[config.mk]
export PLATFORM = sky130hd
export DESIGN_NAME = fp_normalize_round
export DESIGN_NICKNAME = d
export VERILOG_FILES = /design/src/rtl/fp_pkg.sv /design/src/rtl/fp_lzc24.sv /design/src/rtl/fp_normalize_round.sv
export SDC_FILE = /design/constraint.sdc
export NUM_CORES = 1
export LEC_CHECK = 0
export ABC_CLOCK_PERIOD_IN_PS = 2900
export BUFFER_PORTS_ARGS = -buffer_cell sky130_fd_sc_hd__buf_2
export CAP_MARGIN = 10
export CELL_PAD_IN_SITES_DETAIL_PLACEMENT = 1
export CELL_PAD_IN_SITES_GLOBAL_PLACEMENT = 2
export CORE_ASPECT_RATIO = 1.1
export CORE_MARGIN = 2
export CORE_UTILIZATION = 34
export CTS_CLUSTER_DIAMETER = 200
export DETAILED_ROUTE_END_ITERATION = 8
export HOLD_SLACK_MARGIN = 0.03
export PLACE_DENSITY_LB_ADDON = 0.1
export SYNTH_ARGS = -nofsm -noshare
export SYNTH_HDL_FRONTEND = slang
export SYNTH_SLANG_ARGS = --single-unit
[constraint.sdc]
create_clock -name clk -period 2.9 [get_ports clk]
set_input_delay 0.58 -clock clk [delete_from_list [all_inputs] [get_ports clk]]
set_output_delay 0.58 -clock clk [all_outputs]
set_load 0.02 [all_outputs]
[src/rtl/fp_pkg.sv]
// Shared definitions for the FP normalize/round stage: field widths, FSM states
// and the packed IEEE-754 single layout.
package fp_pkg;

  localparam int EXP_W = 8;
  localparam int MAN_W = 23;
  localparam int BIAS  = 127;
  localparam logic [EXP_W-1:0] EXP_MAX = 8'hFF;

  localparam int SIGN_POS = EXP_W + MAN_W;
  localparam int EXP_MSB  = EXP_W + MAN_W - 1;
  localparam int EXP_LSB  = MAN_W;
  localparam int FRAC_MSB = MAN_W - 1;

  typedef enum logic [1:0] {
    IDLE,
    NORM,
    ROUND,
    DONE
  } state_e;

  function automatic logic [SIGN_POS:0] pack_fp(input logic             sign,
                                                input logic [EXP_W-1:0] expo,
                                                input logic [MAN_W-1:0] frac);
    logic [SIGN_POS:0] word;
    word                   = '0;
    word[SIGN_POS]         = sign;
    word[EXP_MSB:EXP_LSB]  = expo;
    word[FRAC_MSB:0]       = frac;
    return word;
  endfunction

endpackage

[src/rtl/fp_lzc24.sv]
// 24-bit leading-zero counter; an all-zero input reports 24.
module fp_lzc24 (
  input  logic [23:0] din,
  output logic [4:0]  count
);

  always_comb begin
    count = 5'd24;
    // NOTE: blocking '=' in combinational logic lets the highest set bit, visited last, win.
    for (int i = 0; i < 24; i++) begin
      if (din[i]) count = 5'(23 - i);
    end
  end

endmodule

[src/rtl/fp_normalize_round.sv]
// Normalize + round-to-nearest-even stage after the mantissa adder.
// FP_NORM_FAST_EN selects a single-cycle LZC/barrel normalizer instead of 1 bit/cycle.
module fp_normalize_round #(
  parameter int EXP_W = fp_pkg::EXP_W,
  parameter int MAN_W = fp_pkg::MAN_W
) (
  input  logic                   clk,
  input  logic                   rst_n,
  input  logic                   in_valid,
  output logic                   in_ready,
  input  logic [MAN_W+1:0]       mant_in,
  input  logic                   sign_in,
  input  logic [EXP_W-1:0]       exp_in,
  input  logic [2:0]             grs_in,
  output logic                   out_valid,
  input  logic                   out_ready,
  output logic [EXP_W+MAN_W:0]   result,
  output logic                   overflow,
  output logic                   inexact
);
  import fp_pkg::*;

  localparam int MW = MAN_W + 2;
  localparam int WE = EXP_W + 2;

  state_e                 state_q, state_d;
  logic [MW-1:0]          mant_q, mant_d;
  logic                   sign_q, sign_d;
  logic signed [WE-1:0]   exp_q, exp_d;
  logic [2:0]             grs_q, grs_d;
  logic [EXP_W+MAN_W:0]   result_q, result_d;
  logic                   overflow_q, overflow_d;
  logic                   inexact_q, inexact_d;

  logic                   round_up;
  logic [MW-1:0]          rnd_sum;
  logic [MAN_W:0]         rnd_mant;
  logic signed [WE-1:0]   rnd_exp;

`ifdef FP_NORM_FAST_EN
  logic [4:0]             lzc;
  logic [WE-1:0]          exp_m1;
  logic [4:0]             sh_amt;
  logic [MAN_W+2:0]       shifted;

  fp_lzc24 u_lzc (
    .din   (mant_q[MAN_W:0]),
    .count (lzc)
  );

  // The exponent floor caps the shift so subnormals stop at working exponent 1.
  always_comb begin
    exp_m1  = exp_q - WE'(1);
    sh_amt  = (exp_m1 < WE'(lzc)) ? exp_m1[4:0] : lzc;
    shifted = {mant_q[MAN_W:0], grs_q[2:1]} << sh_amt;
  end
`endif

  always_comb begin
    round_up = grs_q[2] & (grs_q[1] | grs_q[0] | mant_q[0]);
    rnd_sum  = {1'b0, mant_q[MAN_W:0]} + MW'(round_up);
    if (rnd_sum[MAN_W+1]) begin
      rnd_mant = rnd_sum[MAN_W+1:1];
      rnd_exp  = exp_q + WE'(1);
    end else begin
      rnd_mant = rnd_sum[MAN_W:0];
      rnd_exp  = exp_q;
    end
  end

  always_comb begin
    // NOTE: every _d defaults to its _q first, so no branch can leave one unassigned (no latch).
    state_d    = state_q;
    mant_d     = mant_q;
    sign_d     = sign_q;
    exp_d      = exp_q;
    grs_d      = grs_q;
    result_d   = result_q;
    overflow_d = overflow_q;
    inexact_d  = inexact_q;

    case (state_q)
      IDLE: begin
        if (in_valid) begin
          mant_d  = mant_in;
          sign_d  = sign_in;
          exp_d   = (exp_in == '0) ? WE'(1) : $signed({2'b00, exp_in});
          grs_d   = grs_in;
          state_d = NORM;
        end
      end

      NORM: begin
        if (mant_q == '0 && grs_q == '0) begin
          // Exact zero still passes through ROUND, which packs it as +0.
          sign_d  = 1'b0;
          state_d = ROUND;
        end else if (mant_q[MAN_W+1]) begin
          mant_d  = mant_q >> 1;
          grs_d   = {mant_q[0], grs_q[2], grs_q[1] | grs_q[0]};
          exp_d   = exp_q + WE'(1);
          state_d = ROUND;
`ifdef FP_NORM_FAST_EN
        end else begin
          mant_d  = {1'b0, shifted[MAN_W+2:2]};
          grs_d   = {shifted[1], shifted[0], grs_q[0]};
          exp_d   = exp_q - $signed(WE'(sh_amt));
          state_d = ROUND;
        end
`else
        end else if (mant_q[MAN_W] || exp_q <= WE'(1)) begin
          state_d = ROUND;
        end else begin
          mant_d  = {mant_q[MW-2:0], grs_q[2]};
          grs_d   = {grs_q[1], 1'b0, grs_q[0]};
          exp_d   = exp_q - WE'(1);
        end
`endif
      end

      ROUND: begin
        inexact_d = |grs_q;
        if (rnd_exp >= $signed({2'b00, EXP_MAX})) begin
          result_d   = pack_fp(sign_q, EXP_MAX, '0);
          overflow_d = 1'b1;
        end else begin
          result_d   = pack_fp(sign_q, rnd_mant[MAN_W] ? rnd_exp[EXP_W-1:0] : '0,
                               rnd_mant[MAN_W-1:0]);
          overflow_d = 1'b0;
        end
        state_d = DONE;
      end

      DONE: begin
        if (out_ready) state_d = IDLE;
      end

      default: state_d = IDLE;
    endcase
  end

  always_ff @(posedge clk or negedge rst_n) begin
    // NOTE: datapath registers are reset along with the state so result/flags read 0 after reset.
    if (!rst_n) begin
      state_q    <= IDLE;
      mant_q     <= '0;
      sign_q     <= 1'b0;
      exp_q      <= '0;
      grs_q      <= '0;
      result_q   <= '0;
      overflow_q <= 1'b0;
      inexact_q  <= 1'b0;
    end else begin
      state_q    <= state_d;
      mant_q     <= mant_d;
      sign_q     <= sign_d;
      exp_q      <= exp_d;
      grs_q      <= grs_d;
      result_q   <= result_d;
      overflow_q <= overflow_d;
      inexact_q  <= inexact_d;
    end
  end

  assign in_ready  = (state_q == IDLE);
  assign out_valid = (state_q == DONE);
  assign result    = result_q;
  assign overflow  = overflow_q;
  assign inexact   = inexact_q;

endmodule

# Word-level counts from Yosys, hierarchy flattened
# Index checks and enable logic that the tools add are counted.
# W data, S select, Z words.
[op_classes]
reduce_logical = 13
n_addsub = 3
bitwise_logic = 3
n_eq_ne = 10
magnitude_cmp = 2
mux = 30
[op_table]
columns = ["cell", "n"]
rows = [
  ["$mux W25", 4],
  ["$mux W10", 5],
  ["$pmux W25 S2", 1],
  ["$mux W31", 1],
  ["$add A24 B1 Y25", 1],
  ["$logic_not A25 Y1", 1],
  ["$mux W24", 1],
  ["$pmux W10 S2", 1],
  ["$mux W8", 2],
  ["$mux W3", 4],
  ["$add A10 B2 Y10 const B", 1],
  ["$ge A10 B9 Y1 const B", 1],
  ["$le A10 B2 Y1 const B", 1],
  ["$mux W2", 5],
  ["$sub A10 B2 Y10 const B", 1],
  ["$reduce_and A3 Y1", 3],
  ["$logic_not A8 Y1", 1],
  ["$ne A2 B2 Y1 const B", 4],
  ["$pmux W2 S4", 1],
  ["$reduce_and A4 Y1", 2],
  ["$pmux W3 S2", 1],
  ["$eq A2 B2 Y1 const B", 2],
  ["$ne A4 B4 Y1 const B", 1],
  ["$logic_not A3 Y1", 1],
  ["other kinds (12)", 15],
]
[totals]
word_cells = 71
reg_bits = 75
input_bits = 41

# Longest topological paths before layout
[logic_depth]
ltp_word = 7
ltp_mapped = 11
depth_no_buf = 8

# Worst setup path before layout
# OpenSTA, ideal clock, no wires.
[synth_path]
path_kind = "register to register"
startpoint = "register mant_q[0]"
endpoint = "register result_q[29] (netlist: result[29])"
slack_ps = 388
n_path_buf = 1
arrival_time_ps = 2386
path_stages_with_launch = 10
cell_sequence = "dfrtp_1 and2_1 ha_1 nand3_2 or4_4 nor2_8 nor2_2 o211a_4 buf_6 o32a_1"
[synth_between]
elab_chain_len = 6
word_cells_on_any_way = 8
[synth_lines]
columns = ["item", "line_no", "source"]
rows = [
  ["from (decl)", "fp_normalize_round.sv:27", "logic [MW-1:0] mant_q, mant_d;"],
  ["from (signal assigned)", "fp_normalize_round.sv:155", "mant_q <= mant_d;"],
  ["$or A1 B1 Y1", "fp_normalize_round.sv:60", "round_up = grs_q[2] & (grs_q[1] | grs_q[0] | mant_q[0]);"],
  ["$and A1 B1 Y1", "fp_normalize_round.sv:60", ""],
  ["$add A24 B1 Y25 *", "fp_normalize_round.sv:61", "rnd_sum = {1'b0, mant_q[MAN_W:0]} + MW'(round_up);"],
  ["$mux W10 or $mux W24 (tied branches)", "fp_normalize_round.sv:62", "if (rnd_sum[MAN_W+1]) begin"],
  ["$ge A10 B9 Y1 or $mux W8 (tied branches)", "fp_normalize_round.sv:123, fp_normalize_round.sv:127", ""],
  ["$mux W31 *", "fp_normalize_round.sv:123", "if (rnd_exp >= $signed({2'b00, EXP_MAX})) begin"],
  ["to (signal assigned)", "fp_normalize_round.sv:159", "result_q <= result_d;"],
  ["to (decl)", "fp_normalize_round.sv:31", "logic [EXP_W+MAN_W:0] result_q, result_d;"],
]
# Mark *: on every way between the ends. The rest lies on a longest branch, timed or not.
# A chain may end at the register's enable or synchronous reset.

# Final worst setup path
[layout_path]
startpoint = "register mant_q[0]"
endpoint = "register result_q[6] (netlist: result[6])"
[layout_between]
elab_chain_len = 6
word_cells_on_any_way = 7
[layout_lines]
columns = ["item", "line_no"]
rows = [
  ["$or A1 B1 Y1", "fp_normalize_round.sv:60"],
  ["$and A1 B1 Y1", "fp_normalize_round.sv:60"],
  ["$add A24 B1 Y25 *", "fp_normalize_round.sv:61"],
  ["$mux W10", "fp_normalize_round.sv:62"],
  ["$ge A10 B9 Y1", "fp_normalize_round.sv:123"],
  ["$mux W31 *", "fp_normalize_round.sv:123"],
]
# Marked as above.

==> flow_summary.ini <==
[synth]
synth_top_flop_cell = dfrtp_1
synth_top_family_by_area = compound AO/OA/AOI/OAI gates
synth_compound_area_share_pct = 24.5
synthDistinctLibCells = 61
synthAdderAreaFrac_pct = 1.97
muxShareOfSynthArea_pct = 1.26
synth.area.top_cells = dfrtp_1 (37%), nand2_1 (8.1%), o21ai_0 (6.3%), o211ai_1 (4.4%), o32ai_1 (3.4%)
synth_edf_count = 0
avgSynthCellArea_um2 = 7.94
syn_inst = 640
synth_largest_area_cell = dfrtp_1
synth_xor_xnor_area_share_pct = 3.96
synthArstFlopShare_pct = 100
syn-num-nets = 689
synth-seq-area-share_pct = 36.9
syn_area_um2 = 5080
ys_ff_latch = 75
ys_warn_count = 0
synthSimpleGateAreaFrac_pct = 22.9
synth.top_cell.area_share_pct = 36.9

[placed_design]
dp.final_hpwl_mm = 12.0
placed_cell_area_um2 = 5650
io_buffers = 76
dp_cells = 869
routabilityCongestion = 0.821
pre_cts_ws_ns = 0.164

[grt]
grt_max_degree = 63
grt_use_met3_pct = 2.21
gr-total-overflow = 0
grt_pass1_wl_mm = 27.6
grt-busiest-layer = met2
grt_pass1_vias = 5003
use_met1_pct = 31.8
met2_usage_pct = 34.1
antenna_found_initial = 0
grtUsageTotal_pct = 21.7

[sta]
hold_slack_ns = 0.223
setup_tns_ns = 0
finClkSkew_ns = 0.00782
drv_slew = 0
setup-violations-final = 0
fin_crit_ns = 2.67
fmax_ghz = 0.375
worst_pin_slew_ns = 0.569
slew_headroom_pct = 62.1
fin_crit_sh_pct = 92.1
rsz0062_at_grt = false
hold_violations = 0
setup_ws_ns = 0.230

[worst_setup_path]
crit_path_end_kind = flop
critPathKind = flop to flop
cp_cell_sequence = and2_1, ha_1, nand3_2, buf_4, nor4_4, nand3_1, a211oi_1, o211a_4, o32ai_1
crit_path_max_incr_delay_ns = 0.45
cp.required_ns = 3.11
cp_slowest_cell = dfrtp_1
critPathArrivalTime_ns = 2.88
start_kind = flop
path_max_fanout = 32

[pwr]
vdd.ir_drop.worst_v = 0.000575
power_leakage_nw = 2.50
power_density_nw_per_um2 = 1270
power.total_mw = 7.56

[cts]
cts_buffer_depth = 2
cts_hold_buf = 0
post_cts.repair.setup_buffers = 0
cts_tree = built
cts_inserted_buffers = 9
clk_pin_slew_ns = 0.06
clk_latency_ns = 0.35
cts_root_buf = clkbuf_16
htreeDepth = 3
cts_resized = 0
clock-sinks = 75

[floorplanning]
die_w_um = 121
die-area_um2 = 15900
coreArea_um2 = 14500
ios = 77
die_h_um = 132
start_util_pct = 35.0
rows = 46

[job]
max_cap_viol_count = 0

[layout]
fillers = 1790
n_antenna_cell = 0
final_util_pct = 41.0
fin_nets = 737
postLayoutCellArea_um2 = 5950
fin_cells = 885
area_growth_pct = 17.0
drive_gt1_share_pct = 19.5

[detailed_routing]
routed_wl_mm = 16.8
vias = 4902
drtIter0Drc = 259
drtPass1Iterations = 4
drcViolationCount = 0
wl_per_cell_um = 19.0
viasPerCell = 5.54
antenna_left = 0

[min_path]
holdCritPathClass = input port to asynchronous set/reset pin

[status]
status = complete, no violations
## cells by family (layout without fill, tap and decap cells)
logic type / Yosys count / in the layout
simple gates: 239 / 239
compound gates: 185 / 185
buf+inv: 104 / 157
flops: 75 / 75
xor+xnor: 23 / 23
fa+ha+maj: 8 / 8
mux: 6 / 6
## power by group
part	total, mW	switching [mW]	internal, mW
Sequential	2.25	0.671	1.57
Combinational	4.17	2.64	1.53
Clock	1.15	0.483	0.667
Total	7.56	3.79	3.77
## cells in the mapped netlist (4+ instances only)
library cell and n:
xnor2_1 14, nor3_1 12, o22ai_1 6, o31ai_1 5
a21oi_1 19, dfrtp_1 75, nand2_1 110, xor2_1 9
nand3_1 15, nor2_1 42, or4_1 4, o32a_1 9
clkbuf_1 43, o32ai_1 20, nor4_1 9, and3_1 6
o211ai_1 30, ha_1 8, nand4_1 14, buf_2 16
o21ai_0 64, or3_1 5, a31oi_1 10, inv_1 38
## worst max-delay path: cells and delay by family, from the launching register on
family          cells  cell delay (ns)
buf+inv             1             0.18
fa+ha+maj           1             0.20
flops               1             0.45
compound gates      3             0.90
simple gates        4             0.79
## per-layer routing
metal	routed length, um	share of wire (%)
met1	8430	50
met2	7710	46
met3	424	2.5
met4	208	1.2
met5	0	0
## sequential cells by signal, summed over array words and instances, names as in the netlist
signal / flops
inexact: 1
state_q: 2
grs_q: 3
sign_q: 1
result: 32
mant_q: 25
overflow: 1
exp_q: 10
## cells in the final DEF, fill, tap and decap left out, drive strengths merged, types with 16 or more instances in the layout
| master | instances |
|---|---|
| dfrtp | 75 |
| nand3 | 16 |
| o21ai | 64 |
| o32ai | 20 |
| buf | 103 |
| nand2 | 110 |
| o211ai | 30 |
| inv | 38 |
| a21oi | 19 |
| nor2 | 44 |
| nand4 | 16 |
## final timing paths
kind / startpoint / end / slack (ns) / cells after the start
max: mant_q[0]$_DFFE_PN0P_ / result[6]$_DFFE_PN0P_ / 0.23 / 9
min: rst_n / result[20]$_DFFE_PN0P_ / 0.22 / 1
max reg2reg: mant_q[0]$_DFFE_PN0P_ / result[6]$_DFFE_PN0P_ / 0.23 / 9
min reg2reg: overflow$_DFFE_PN0P_ / overflow$_DFFE_PN0P_ / 0.49 / 1
max in group asynchronous: rst_n / mant_q[24]$_DFFE_PN0P_ / 2.05 / 2
min in group clk: grs_in[0] / grs_q[0]$_DFFE_PN0P_ / 0.48 / 2
## area by class of cell
cell class              instances  area, um2  area share [%]
flip-flops and latches         75       1880            31.6
clock inverters                 6       66.3            1.12
repair buffers                103        611            10.3
well taps                     192        240            4.04
clock buffers                  10        229            3.85
multi-input cells             461       2780            46.7
inverters                      38        143            2.40
No activity file was read; power rests on OpenSTA's default activity.
